===== src/rtl/gcd_batch_streamer.sv =====
// Reads operand pairs from a synchronous-read memory, reduces each pair to its GCD
// by repeated subtraction, and shifts every result out as one SPI mode-0 frame.
module gcd_batch_streamer #(
    parameter int unsigned DATA_WIDTH = 8,
    parameter int unsigned ADDR_WIDTH = 5,
    parameter int unsigned CLK_DIV    = 626,
    parameter int unsigned MSB_FIRST  = 1
) (
    input  logic                  clock,
    input  logic                  reset,
    input  logic                  start,
    output logic                  mem_enable,
    output logic [ADDR_WIDTH-1:0] mem_address,
    input  logic [DATA_WIDTH-1:0] mem_data,
    output logic                  busy,
    output logic                  finished,
    output logic [ADDR_WIDTH-1:0] pair_count,
    output logic                  mosi,
    output logic                  slave_select,
    output logic                  spi_clock
);

    localparam int unsigned DIV_W = (CLK_DIV > 1) ? $clog2(CLK_DIV) : 1;
    localparam int unsigned BIT_W = (DATA_WIDTH > 1) ? $clog2(DATA_WIDTH) : 1;
    localparam logic [DIV_W-1:0]    DIV_LAST = DIV_W'(CLK_DIV - 1);
    localparam logic [BIT_W-1:0]    BIT_LAST = BIT_W'(DATA_WIDTH - 1);
    localparam logic [ADDR_WIDTH:0] ADDR_MAX = {1'b0, {ADDR_WIDTH{1'b1}}};

    typedef enum logic [2:0] {
        S_IDLE, S_READ_X, S_CHECK_X, S_CHECK_Y, S_COMPUTE, S_SEND, S_GAP, S_DONE
    } state_t;

    state_t                  state, next_state;
    logic [ADDR_WIDTH-1:0]   pointer;
    logic [DATA_WIDTH-1:0]   op_a, op_b, shreg;
    logic [DIV_W-1:0]        div_cnt;
    logic [BIT_W-1:0]        bit_cnt;
    logic                    div_done, last_bit, gcd_done, pair_wraps;

    function automatic logic lead_bit(input logic [DATA_WIDTH-1:0] v);
        return (MSB_FIRST != 0) ? v[DATA_WIDTH-1] : v[0];
    endfunction

    function automatic logic [DATA_WIDTH-1:0] shift_out(input logic [DATA_WIDTH-1:0] v);
        return (MSB_FIRST != 0) ? (v << 1) : (v >> 1);
    endfunction

    assign div_done   = (div_cnt == DIV_LAST);
    assign last_bit   = (bit_cnt == BIT_LAST);
    assign gcd_done   = (op_a == op_b) || (op_b == '0);
    // A pair starting at pointer+2 would need pointer+3, so stop before the address wraps.
    assign pair_wraps = ({1'b0, pointer} + (ADDR_WIDTH+1)'(2)) > ADDR_MAX;

    assign busy         = (state != S_IDLE);
    assign finished     = (state == S_DONE);
    assign slave_select = (state != S_SEND);

    always_ff @(posedge clock or posedge reset) begin
        if (reset) state <= S_IDLE;
        else       state <= next_state;
    end

    always_comb begin
        // NOTE: every output gets a default first so no path through the case infers a latch.
        next_state  = state;
        mem_enable  = 1'b0;
        mem_address = '0;
        case (state)
            S_IDLE:    if (start) next_state = S_READ_X;
            S_READ_X: begin
                mem_enable  = 1'b1;
                mem_address = pointer;
                next_state  = S_CHECK_X;
            end
            S_CHECK_X: begin
                if (mem_data == '0) begin
                    next_state = S_DONE;
                end else begin
                    mem_enable  = 1'b1;
                    mem_address = pointer + ADDR_WIDTH'(1);
                    next_state  = S_CHECK_Y;
                end
            end
            S_CHECK_Y: next_state = S_COMPUTE;
            S_COMPUTE: if (gcd_done) next_state = S_SEND;
            S_SEND:    if (spi_clock && div_done && last_bit) next_state = S_GAP;
            S_GAP:     if (div_done) next_state = pair_wraps ? S_DONE : S_READ_X;
            S_DONE:    next_state = S_IDLE;
            default:   next_state = S_IDLE;
        endcase
    end

    // NOTE: sequential state uses non-blocking assignments so every register samples pre-edge values.
    always_ff @(posedge clock or posedge reset) begin
        if (reset) begin
            pointer    <= '0;
            op_a       <= '0;
            op_b       <= '0;
            shreg      <= '0;
            div_cnt    <= '0;
            bit_cnt    <= '0;
            pair_count <= '0;
            mosi       <= 1'b0;
            spi_clock  <= 1'b0;
        end else begin
            case (state)
                S_IDLE: begin
                    if (start) begin
                        pair_count <= '0;
                        pointer    <= '0;
                    end
                end
                S_CHECK_X: op_a <= mem_data;
                S_CHECK_Y: op_b <= mem_data;
                S_COMPUTE: begin
                    if (gcd_done) begin
                        shreg   <= op_a;
                        mosi    <= lead_bit(op_a);
                        div_cnt <= '0;
                        bit_cnt <= '0;
                    end else if (op_a > op_b) begin
                        op_a <= op_a - op_b;
                    end else begin
                        op_b <= op_b - op_a;
                    end
                end
                S_SEND: begin
                    if (!div_done) begin
                        div_cnt <= div_cnt + DIV_W'(1);
                    end else begin
                        div_cnt <= '0;
                        if (!spi_clock) begin
                            spi_clock <= 1'b1;
                        end else begin
                            // Falling edge: either the frame ends or the next bit is presented.
                            spi_clock <= 1'b0;
                            if (last_bit) begin
                                if (pair_count != '1) pair_count <= pair_count + ADDR_WIDTH'(1);
                            end else begin
                                bit_cnt <= bit_cnt + BIT_W'(1);
                                shreg   <= shift_out(shreg);
                                mosi    <= lead_bit(shift_out(shreg));
                            end
                        end
                    end
                end
                S_GAP: begin
                    if (!div_done) begin
                        div_cnt <= div_cnt + DIV_W'(1);
                    end else begin
                        div_cnt <= '0;
                        if (!pair_wraps) pointer <= pointer + ADDR_WIDTH'(2);
                    end
                end
                default: ;
            endcase
        end
    end

endmodule

===== config.mk =====
export PLATFORM = sky130hd
export DESIGN_NAME = gcd_batch_streamer
export DESIGN_NICKNAME = d
export VERILOG_FILES = /design/src/rtl/gcd_batch_streamer.sv
export SDC_FILE = /design/constraint.sdc
export NUM_CORES = 1
export LEC_CHECK = 0
export BUFFER_PORTS_ARGS = -buffer_cell sky130_fd_sc_hd__buf_2
export CELL_PAD_IN_SITES_DETAIL_PLACEMENT = 0
export CELL_PAD_IN_SITES_GLOBAL_PLACEMENT = 1
export CORE_MARGIN = 10
export CORE_UTILIZATION = 47
export DETAILED_ROUTE_END_ITERATION = 8
export GPL_ROUTABILITY_DRIVEN = 0
export PLACE_DENSITY_LB_ADDON = 0.12
export SYNTH_ARGS = -nofsm -noshare
export SYNTH_HDL_FRONTEND = slang
export SYNTH_SLANG_ARGS = --single-unit

===== constraint.sdc =====
create_clock -name clock -period 3.3 [get_ports clock]
set_clock_uncertainty 0.15 [all_clocks]
set_input_delay 0.165 -clock clock [delete_from_list [all_inputs] [get_ports clock]]
set_output_delay 0.165 -clock clock [all_outputs]
set_load 0.005 [all_outputs]

==> results.md <==
* Most common cell after layout, fill and taps aside: o21ai_0
* Worst-path cell chain: inv_1, ha_1, fa_1, nand2b_1, a21oi_1, a311oi_1, o21ai_2, mux2_2
* Post-synthesis cell area at 3470 µm²
* Die area at between 10000 and 15000 µm²
* Maximum clock frequency at 0.358 GHz
* Worst vdd ir at 0.000542 V
* Initial antenna violation count at 0
* Setup_tns at 0 ps
* Largest net degree at the start of global routing at 51
* Crit-path slowest cell: o21ai_2
* CTS Hold Bufs at 0
* Max-slew violations at 0
* Final period util at a little over four fifths
* Via/cell ratio at between 5 and 6
* Syn nets at 418
* Post-synth EDFFs at 0
* Final min period at about 2800 ps
* IO buf count at 26
* CP Launch Type: flip-flop
* Worst Path Max Fanout at 8
* FFs w/ async S/R, synth at 100%
* Design Area, Final at ~3800 µm²
* CP Capture Type: flip-flop
* Most heavily used metal layer in global routing: met2
* Worst EP arrival at 2830 ps
* Die Span Y at 106 µm
* GR Layer Usage met2 at 22.3%
* Gr usage total at 14.7%
* Initial drt markers at 170
* Synth Area in Simple Gates at 20.8%
* Worst min-delay path class: input pin to async pin
* CTS tree: built
* Ant diodes at 0
* Layout cells sized above 1 at 19.2%
* Clock Pin Slew Worst Setup and Hold Paths at approximately 90 ps
* Yosys warns at 0
* Critical path required time at 3330 ps
* Adder-cell share of the synthesized area at 9.08%
* Vias at between 2000 and 3000
* Cell Area, Placed at 3690 µm²
* Final nets at 441
* CTS Buffer Depth at 2
* Post-synth top flop: dfrtp_1
* RSZ-0062 raised after global routing: false
* Syn Area/Cell at 9.06 µm²
* Main combinational cell family by area after synthesis: simple AND/OR/NAND/NOR gates
* Status: finished, violations left
* Congestion Overflow GR at 0
* CTS buffer count at 5
* Sequential element share of the synthesized area at a little over a third
* Critical path class: flip-flop to flip-flop
* PostCTS Resize Cnt at 0
* Commonest cells after routing, fill and taps aside: o21ai_0, dfrtp_1, nand2_1
* Mux contribution to synthesized area at 9.52%
* R2r worst-path depth at 8
* DIE WIDTH at around 110 µm
* Seq cells post-synth at 50
* Residual DRC at 0
* Avg WL per Cell at 16.4 µm
* Layout area overhead at 8.87%
* Largest stage delay on the critical path at ~500 ps
* Finish-stage setup viols at 0
* CTS Sinks at 50
* First-pass DRT Iterations at 4
* Number of buffers added for setup after CTS at 0
* Final wirelength at 8280 µm
* Leak at between 1.5 and 2 nW
* Fill cells at approximately 700
* Worst-Skew Late Latency at 300 ps
* Distinct cell type count after synthesis at 57
* Global-route wire length before repair at 13800 µm
* H-tree levels at 2
* Worst hold slack at -33.7 ps
* Met1 usage at 21.6%
* Vias in the first global route at 2709
* Power per cell area at around 950 nW/µm²
* # rows at 31
* Post-Synth XOR/XNOR Area at less than 1%
* Final ANT Viol Nets at 0
* Slew HR at 29.0%
* MaxCap Viol Count at 0
* Total core area at roughly 7000 µm²
* Met3 usage at 2.72%
* Multi-input logic area at 2070 µm²
* Violated checks: hold timing
* Worst Max-Slew Pin Slew at roughly 1100 ps
* Sequential cell area at between 1000 and 1500 µm²
* Final Hold Vio Count at 44
* Synth Instances at between 300 and 400
* Initial core utilization at 48.1%
* Io pins at 27
* Root Buffer Master: clkbuf_8
* Compound-Gate Fraction of Synth Area at 19.5%
* DPL Wire Length at 6230 µm
## per-stage QoR
step	std cells	power, mW	util [%]	hold slack (ps)	setup slack, ps
CTS	506	3.60	52.4	14.2	502
floorplan	383	2.66	-	205	859
detailed placement	498	3.22	51.2	327	529
global placement	498	3.21	51.2	325	607
global route	506	3.94	52.4	58.7	272
finish	506	3.59	52.4	-33.7	506
## report_power, final
group / switching, mW / internal [mW]
Combinational: 1.27 / 0.909
Clock: 0.211 / 0.150
Sequential: 0.233 / 0.819
Total: 1.71 / 1.88
## per-layer routing
metal / share of wire, % / up-vias
li1: - / 1429
met1: 52 / 1358
met2: 44 / 39
met3: 3.9 / 2
met4: 0.18 / 0
met5: 0 / -
## synthesized netlist by cell type (2+ instances only)
cell type	number	area share, %
o21ai_0	51	7.4
dfrtp_1	50	36
nand2_1	38	4.1
nor2_1	26	2.8
ha_1	22	7.9
inv_1	22	2.4
mux2_2	16	5.2
a21oi_1	15	2.2
clkbuf_1	11	1.2
nand3_1	10	1.4
nand2b_1	9	1.6
nor2b_1	8	1.4
o31ai_1	7	1.5
mux2_4	6	2.6
mux2i_1	6	1.7
or4_1	6	1.3
a211oi_1	5	1.1
and3_1	5	0.90
nand4_1	5	0.90
nor3_1	5	0.72
o21ai_2	5	1.3
and2_1	4	0.72
o211ai_1	4	0.87
o22ai_1	3	0.54
a22o_2	2	0.58
a22oi_1	2	0.43
a31oi_1	2	0.36
and3_2	2	0.43
and3b_1	2	0.50
buf_2	2	0.29
fa_1	2	1.2
o2111a_1	2	0.65
or3_1	2	0.36
or3b_2	2	0.50
xor2_1	2	0.50
## layout make-up
type                    count  area share, %
clock buffers               6           1.92
clock inverters             2          0.364
inverters                  23           2.28
multi-input cells         296           54.8
flip-flops and latches     50           33.1
well taps                  99           3.28
repair buffers             30           4.24
## cell families (layout without fill, tap and decap cells)
family                     Yosys count  after routing
xor gates and xnor gates             3              3
and+or+nand+nor                    132            132
AOI/OAI and AO/OA                  109            109
buffers and inverters               37             61
adders and majority gates           24             24
DFF                                 50             50
muxes                               28             28
## sequential cells by signal, indices dropped and copies added, names as in the netlist
name        cells
op_b            8
spi_clock       1
pointer         4
mosi            1
op_a            8
div_cnt        10
bit_cnt         3
pair_count      5
state           3
shreg           7
## path summary, 6_finish.rpt
kind,start,to,slack [ps]
min in group clock,mem_data[4],op_b[4],60
max in group asynchronous,reset,op_a[1],2370
min,reset,div_cnt[0],-30
max,op_a[0],op_a[0],510
max reg2reg,op_a[0],op_a[0],510
min reg2reg,div_cnt[9],div_cnt[9],340
## critical path: cells and delay by family, from the launching register on
kind,cells,cell delay [ps]
adders and majority gates,2,620
AOI/OAI and AO/OA,3,880
buffers and inverters,1,60
DFF,1,400
and+or+nand+nor,1,180
muxes,1,400
Power figures use the tool's default switching activity.
